### src/rtl/pulse_driver_pkg.sv
// Shared types and default timing constants for the pulse driver.
package pulse_driver_pkg;

  typedef enum logic [1:0] {
    IDLE   = 2'd0,
    ACTIVE = 2'd1,
    GAP    = 2'd2
  } state_t;

  localparam int unsigned DEF_HOLD_CYCLES = 8;
  localparam int unsigned DEF_GAP_CYCLES  = 4;
  localparam int unsigned DEF_CNT_W       = 16;

endpackage

### src/rtl/pd_down_counter.sv
// Loadable down counter with zero flag; times both the ACTIVE and GAP phases.
module pd_down_counter
  import pulse_driver_pkg::*;
#(
  parameter int unsigned CNT_W = DEF_CNT_W
) (
  input  logic             clk,
  input  logic             reset_n,
  input  logic             load_i,
  input  logic [CNT_W-1:0] load_val_i,
  input  logic             dec_i,
  output logic             zero_o
);

  logic [CNT_W-1:0] cnt_q;

  always_ff @(posedge clk) begin
    if (!reset_n)                cnt_q <= '0;
    else if (load_i)             cnt_q <= load_val_i;
    else if (dec_i && cnt_q != '0) cnt_q <= cnt_q - 1'b1;
  end

  assign zero_o = (cnt_q == '0);

endmodule

### src/rtl/pulse_driver.sv
// Triggered fixed-width pulse generator with forced-low recovery gap.
// Optional one-deep request queue: define PULSE_DRIVER_PENDING_EN.
module pulse_driver
  import pulse_driver_pkg::*;
#(
  parameter int unsigned HOLD_CYCLES = DEF_HOLD_CYCLES,
  parameter int unsigned GAP_CYCLES  = DEF_GAP_CYCLES,
  parameter int unsigned CNT_W       = DEF_CNT_W
) (
  input  logic clk,
  input  logic reset_n,
  input  logic trigger,
  input  logic cancel,
  output logic drive,
  output logic busy,
  output logic done,
  output logic dropped
);

  localparam logic [CNT_W-1:0] HOLD_LV = CNT_W'(HOLD_CYCLES - 1);
  localparam logic [CNT_W-1:0] GAP_LV  = CNT_W'((GAP_CYCLES == 0) ? 0 : GAP_CYCLES - 1);

  state_t state_q, state_d;
  logic   drive_q, busy_q, done_q, dropped_q;
  logic   done_d, dropped_d;
  logic   start_active, start_gap, cnt_dec, cnt_zero;
  logic   trig_ok, pend_q;

  // cancel beats a simultaneous trigger everywhere
  assign trig_ok = trigger & ~cancel;

`ifdef PULSE_DRIVER_PENDING_EN
  logic pend_d;

  always_comb begin
    pend_d = pend_q;
    if (cancel || start_active)
      pend_d = 1'b0;
    else if (state_q != IDLE && trigger && !pend_q)
      pend_d = 1'b1;
  end

  always_ff @(posedge clk) begin
    if (!reset_n) pend_q <= 1'b0;
    else          pend_q <= pend_d;
  end

  // a request with the slot already full is lost; in IDLE the slot is
  // consumed by the start, so the concurrent trigger is the overflow
  assign dropped_d = trig_ok & pend_q;
`else
  assign pend_q    = 1'b0;
  assign dropped_d = trig_ok & (state_q != IDLE);
`endif

  always_comb begin
    state_d      = state_q;
    start_active = 1'b0;
    start_gap    = 1'b0;
    cnt_dec      = 1'b0;
    done_d       = 1'b0;
    case (state_q)
      IDLE: begin
        if (trig_ok || (pend_q && !cancel)) start_active = 1'b1;
      end
      ACTIVE: begin
        if (cancel) begin
          if (GAP_CYCLES != 0) start_gap = 1'b1;
          else                 state_d   = IDLE;
        end else if (cnt_zero) begin
          done_d = 1'b1;
          if (GAP_CYCLES != 0) start_gap    = 1'b1;
          else if (pend_q)     start_active = 1'b1;
          else                 state_d      = IDLE;
        end else begin
          cnt_dec = 1'b1;
        end
      end
      GAP: begin
        if (cnt_zero) begin
          if (pend_q && !cancel) start_active = 1'b1;
          else                   state_d      = IDLE;
        end else begin
          cnt_dec = 1'b1;
        end
      end
      default: state_d = IDLE;
    endcase
    if (start_active) state_d = ACTIVE;
    if (start_gap)    state_d = GAP;
  end

  pd_down_counter #(.CNT_W(CNT_W)) u_cnt (
    .clk        (clk),
    .reset_n    (reset_n),
    .load_i     (start_active | start_gap),
    .load_val_i (start_gap ? GAP_LV : HOLD_LV),
    .dec_i      (cnt_dec),
    .zero_o     (cnt_zero)
  );

  always_ff @(posedge clk) begin
    if (!reset_n) begin
      state_q   <= IDLE;
      drive_q   <= 1'b0;
      busy_q    <= 1'b0;
      done_q    <= 1'b0;
      dropped_q <= 1'b0;
    end else begin
      state_q   <= state_d;
      drive_q   <= (state_d == ACTIVE);
      busy_q    <= (state_d != IDLE);
      done_q    <= done_d;
      dropped_q <= dropped_d;
    end
  end

  assign drive   = drive_q;
  assign busy    = busy_q;
  assign done    = done_q;
  assign dropped = dropped_q;

endmodule
### config.mk
export PLATFORM = sky130hd
export DESIGN_NAME = pulse_driver
export DESIGN_NICKNAME = d
export VERILOG_FILES = /design/src/rtl/pulse_driver_pkg.sv /design/src/rtl/pd_down_counter.sv /design/src/rtl/pulse_driver.sv
export SDC_FILE = /design/constraint.sdc
export NUM_CORES = 1
export LEC_CHECK = 0
export CAP_MARGIN = 25
export CORE_ASPECT_RATIO = 0.75
export CORE_MARGIN = 2
export CORE_UTILIZATION = 60
export CTS_CLUSTER_DIAMETER = 60
export DETAILED_ROUTE_END_ITERATION = 16
export PLACE_DENSITY_LB_ADDON = 0.2
export SLEW_MARGIN = 20
export SYNTH_ARGS = -nofsm -noshare
export SYNTH_HDL_FRONTEND = slang
export SYNTH_SLANG_ARGS = --single-unit
export TNS_END_PERCENT = 20
### constraint.sdc
create_clock -name clk -period 4.3 [get_ports clk]
set_clock_uncertainty 0.05 [all_clocks]
set_input_delay 0.86 -clock clk [delete_from_list [all_inputs] [get_ports clk]]
set_output_delay 0.86 -clock clk [all_outputs]
set_load 0.01 [all_outputs]
-- Word level (Yosys, flattened, before mapping)
Index checks and enable logic that the tools add are counted.
- register bits after elaboration: 22
- bits of input ports: 4
- output and inout bits: 4
- logic and storage cells: 40
- bitwise gates (word level): 6
- reduce and logical (&&, ||, !) cells: 9
- multiplexer cells: 15
- eq/ne operators: 3
- add/subtract/negate cells: 1
- operator list (kind ; count):
    $mux 16 ; 2
    $logic_not 16->1 ; 1
    $reduce_bool 16->1 ; 1
    $sub 16x1->16 const B ; 1
    $mux 1 ; 7
    $mux 2 ; 3
    $reduce_bool 2->1 ; 3
    $eq 2x1->1 const B ; 2
    $pmux 2 s2 ; 1
    $mux 3 ; 1
    $not 1->1 ; 3
    $reduce_or 3->1 ; 1
    $and 1x1->1 ; 2
    $eq 2x2->1 const B ; 1
    $logic_not 2->1 ; 1
    $pmux 1 s2 ; 1
    $reduce_or 2->1 ; 1
    $logic_and 1x1->1 ; 1
    $or 1x1->1 ; 1

-- Longest topological paths before layout
- depth after elaboration: 7
- mapped depth: 8
- depth with buffers taken out: 7

-- By module
A second synthesis with hierarchy kept.
- cells, all modules: 149
- area, all modules: 1256.2 um^2
- modules (own cells, without submodules) (module ; area an instance (um^2) ; times used ; sequential area each (um^2) ; cells each):
    pd_down_counter ; 922.1 ; 1 ; 320.3 ; 114
    pulse_driver ; 334.1 ; 1 ; 120.1 ; 35

-- Worst setup path before layout
Ideal clock, no wire load.
- kind: in2reg
- start: input port cancel
- end: register u_cnt.cnt_q[11]
- arrival time: 1.716 ns
- data required time: 4.135 ns
- buffers on the path: 0
- setup time: 0.115 ns
- stages: 5
- setup slack: 2.419 ns
- cells stage by stage: nor2b_1 -> o2111ai_1 -> nor4b_2 -> xnor2_1 -> nor2_1
- longest elaborated chain between the ends: 6
- elaborated cells on any way between the ends: 12
- classes of those cells: mux (7); bitwise (3); reduce/logical (2)
- RTL lines (element ; RTL line ; RTL):
    from (decl) ; pulse_driver.sv:13 ; input logic cancel,
    $not 1->1 ; pulse_driver.sv:30 ; assign trig_ok = trigger & ~cancel;
    $and 1x1->1 ; pulse_driver.sv:30 ;
    $mux 1 ; pulse_driver.sv:64 ; if (trig_ok || (pend_q && !cancel)) start_active = 1'b1;
    $mux 1 ; n/a ;
    $or 1x1->1 ; pulse_driver.sv:96 ; .load_i (start_active | start_gap),
    $mux 16 or $reduce_bool 2->1 (tied branches) ; n/a ;
    to (signal assigned) ; pd_down_counter.sv:19 ; else if (load_i) cnt_q <= load_val_i;
    to (signal assigned) ; pd_down_counter.sv:20 ; else if (dec_i && cnt_q != '0) cnt_q <= cnt_q - 1'b1;
    to (decl) ; pd_down_counter.sv:15 ; logic [CNT_W-1:0] cnt_q;
Several ways; a longest one is shown, not always the timed one.
A chain may end at the register's enable or synchronous reset.

-- Final worst setup path
Ends and elaborated chain as after synthesis.

==> results.env <==
RUN_STATUS='finished clean'
CRIT_PATH_CELL_TRACE='clkdlybuf4s50_1, nor2b_1, o2111ai_1, nor4b_2, xnor2_1, nor2_1'
MAX_CAPACITANCE_VIOLATION_COUNT=0
GP_ROUTABILITY_CONGESTION=0.845
FLOORPLAN.INITIALDENSITY_PCT=66.2
YS_DOMINANT_REG_CELL='dfxtp_1'
CTS_POST_SETUP_BUFFERS_INSERTED=0
SYNTH_SEQ_AREA_SHARE_PCT=37.2
CELLPOWERDENSITY_nW_PER_UM2=386
BIGGEST_CELL_DELAY_ALONG_THE_CRITICAL_PATH_NS=0.48
SYNTH_ENABLE_FLOP_CELLS=0
CORE.ROWCOUNT=13
POWER_LEAKAGE_nW=0.482
FINAL-MAX-SLEW-VIOLATION-COUNT=0
FINISH.NET_COUNT=145
DRIVE_GT1_SHARE_PCT=10.5
CTS_INSERTED_BUFFERS=3
SYNTHDOMINANTAREACELLTYPE='dfxtp_1'
WORST_EP_REQUIRED_TIME_NS=4.43
PORT-BUFFER-COUNT=7
DRC_ERRORS=0
POST_DRT_WL_PER_CELL_UM=15.4
DRT-VIAS-PER-INSTANCE=6.01
PLACE_HPWL_UM=1780
GRT_PASS1_WL_UM=4130
FINALSETUPTNS_NS=0
IO-PIN-COUNT=8
MAPPEDNETLISTNETS=136
CLOCK_TREE.HTREE_LEVEL_COUNT=1
SYNTH_WARNINGS=0
RSZ0062_AT_GRT='false'
AREA_SHARE_OF_THE_LEADING_CELL_TYPE_IN_THE_SYNTHESIZED_NETLIST_PCT=37.2
DIE-HEIGHT_UM=42.5
GRT_REMAINING_OVERFLOW=0
DIE_AREA_SQ_UM=2350
NATURE_OF_THE_CRITICAL_PATH_STARTPOINT='input pin'
DR_TOTAL_VIAS=931
SYNTH.AREA.TOP_CELLS='dfxtp_1 37%, ha_1 7.4%, xnor2_1 6.7%'
DIODES=0
MOSTFREQUENTLAYOUTCELL='dfxtp_1'
TIMING.CRITICAL_PATH.SLOWEST_STAGE_CELL='clkdlybuf4s50_1'
TIMING_WORST_SLEW_PIN_VALUE_NS=0.550
GRT.TOTAL_USAGE_PCT=22.7
ANTENNA_VIOLATING_NETS_POST_ROUTE=0
INSTANCES_NO_FILL=155
CLK-INSERTION-DELAY-LATE_NS=0.31
TIMING.CRITICAL_PATH.FANOUT_MAX=5
POST-ROUTE-PERIOD-UTIL_PCT=54.9
POSTSYNTHAREAPERCELL_SQ_UM=9.47
DETAILEDROUTE.FIRSTITERATIONVIOLATIONS=53
MAX-VDD-IR-DROP_V=0.000344
CRITICAL_PATH_CLASS='input pin to flop'
TIMING.CRITICAL_PATH.ARRIVAL_NS=2.49
REG2REG_DEPTH=7
TIMING.FINAL.HOLD_VIOLATIONS=0
ROUTED_WL_UM=2390
SLEW_HEADROOM_PCT=63.2
GROWTH_OF_DESIGN_AREA_FROM_SYNTHESIS_TO_FINISH_PCT=11.3
FIRST_GLOBAL_VIAS=922
TIMING.FMAX_MHz=423
HOLD_BUFFERS=0
REPORT.FINAL.SETUP_VIOL=0
CORE_REGION_AREA_SQ_UM=1790
FLOORPLAN.DIE.WIDTH_UM=55.3
POST_SYNTHESIS_REGISTER_BIT_COUNT=22
POST-ROUTE-MIN-PERIOD_NS=2.36
CLK_ROOT_BUF='clkbuf_4'
SYNTHESIS.AREA_SQ_UM=1180
COMMONEST_CELLS_AFTER_ROUTING_FILL_AND_TAPS_ASIDE='22 x dfxtp_1, 17 x nor2_1, 9 x xnor2_1'
TRITONCTS_CLOCK_TREE='done'
POST_SYNTH_NUM_CELL_TYPES=40
LARGEST_NET_DEGREE_AT_THE_START_OF_GLOBAL_ROUTING=14
CTS_RESIZED=0
DRT_PASS1_ITERATIONS=4
CLOCK-SINKS=22
SYN_INST=125
ANTENNA_FOUND_INITIAL=0
PLACED_CELLS_INCL_TAPS=151
TIMING.HOLD.WORST.CLASS='flop to flop'
MIN_DELAY_PATH_DEPTH=2
ENDPOINT_KIND='flop'
CTSLONGESTPATHBUFFERS=2
ASR_FLOP_RATIO_SYNTH_PCT=0
WORST_SETUP_HOLD_PATH_CLK_SLEW_NS=0.13
## worst max-delay path: cells and delay by family
kind            cells  cell delay, ns
buf+inv             1            0.48
compound gates      1            0.28
xor+xnor            1            0.16
simple gates        3            0.71
## worst paths after layout
kind                     end  slack [ns]            start
max reg2reg   u_cnt.cnt_q[9]        2.10   u_cnt.cnt_q[0]
min reg2reg  u_cnt.cnt_q[14]        0.51  u_cnt.cnt_q[14]
min          u_cnt.cnt_q[14]        0.51  u_cnt.cnt_q[14]
max          u_cnt.cnt_q[11]        1.94           cancel
## power breakdown
group | internal, mW | switching, mW
Sequential | 0.215 | 0.0116
Combinational | 0.0491 | 0.0760
Clock | 0.0943 | 0.0623
Total | 0.358 | 0.150
## synthesized netlist by cell type, types with 2 or more instances
master and instances:
o2111ai_1 2, o21a_1 3, nor4_2 3, nor2_1 17, nand4_1 3, nor2b_1 2
dfxtp_1 22, or3_1 2, nor4_4 2, o21ai_0 3, nor3_1 5, inv_1 5
nor4b_2 2, ha_1 7, xor2_1 4, nand3_1 4, nand2_1 4, xnor2_1 9
a21oi_1 4, and3_1 2
## sequential cells by signal (all words and copies together), names as in the netlist
name and flops:
busy 1, state_q 2, drive 1, u_cnt.cnt_q 16, dropped 1, done 1
## cells by family after synthesis
logic type | synth area share [%]
XOR/XNOR | 9.62
AO/OA/AOI/OAI | 11.1
flip-flops | 37.2
adder cells (fa/ha/maj) | 7.40
AND/OR/NAND/NOR | 31.7
buffers and inverters | 2.96
## routing by layer
layer | GRT usage [%] | up-vias | share of wire [%]
met1 | 29.7 | 428 | 45
met3 | 6.48 | 2 | 8.3
met2 | 37.4 | 37 | 46
li1 | - | 464 | -
met4 | 4.88 | 0 | 0.55
met5 | 0 | - | 0
## final cells by class
type                       count  area (sq um)
timing repair buffer           7          70.1
tap                           22          27.5
clock buffer                   3          22.5
clock inverter                 1          30.0
inverter                       5          18.8
multi-input combinational     95           708
fill                         148           472
sequential                    22           440
## metrics by stage
| step | setup slack, ns | power (mW) | utilization, % | instance area, sq um | hold slack [ns] |
|---|---|---|---|---|---|
| floorplan | 2.42 | 0.323 | - | 1180 | 0.435 |
| global placement | 1.77 | 0.348 | 70.7 | 1260 | 0.463 |
| detailed placement | 1.72 | 0.353 | 70.7 | 1260 | 0.488 |
| CTS | 1.97 | 0.507 | 73.6 | 1320 | 0.511 |
| global route | 1.86 | 0.534 | 73.6 | 1320 | 0.530 |
| finish | 1.94 | 0.508 | 73.6 | 1320 | 0.514 |
(Power assumes the default switching activity.)
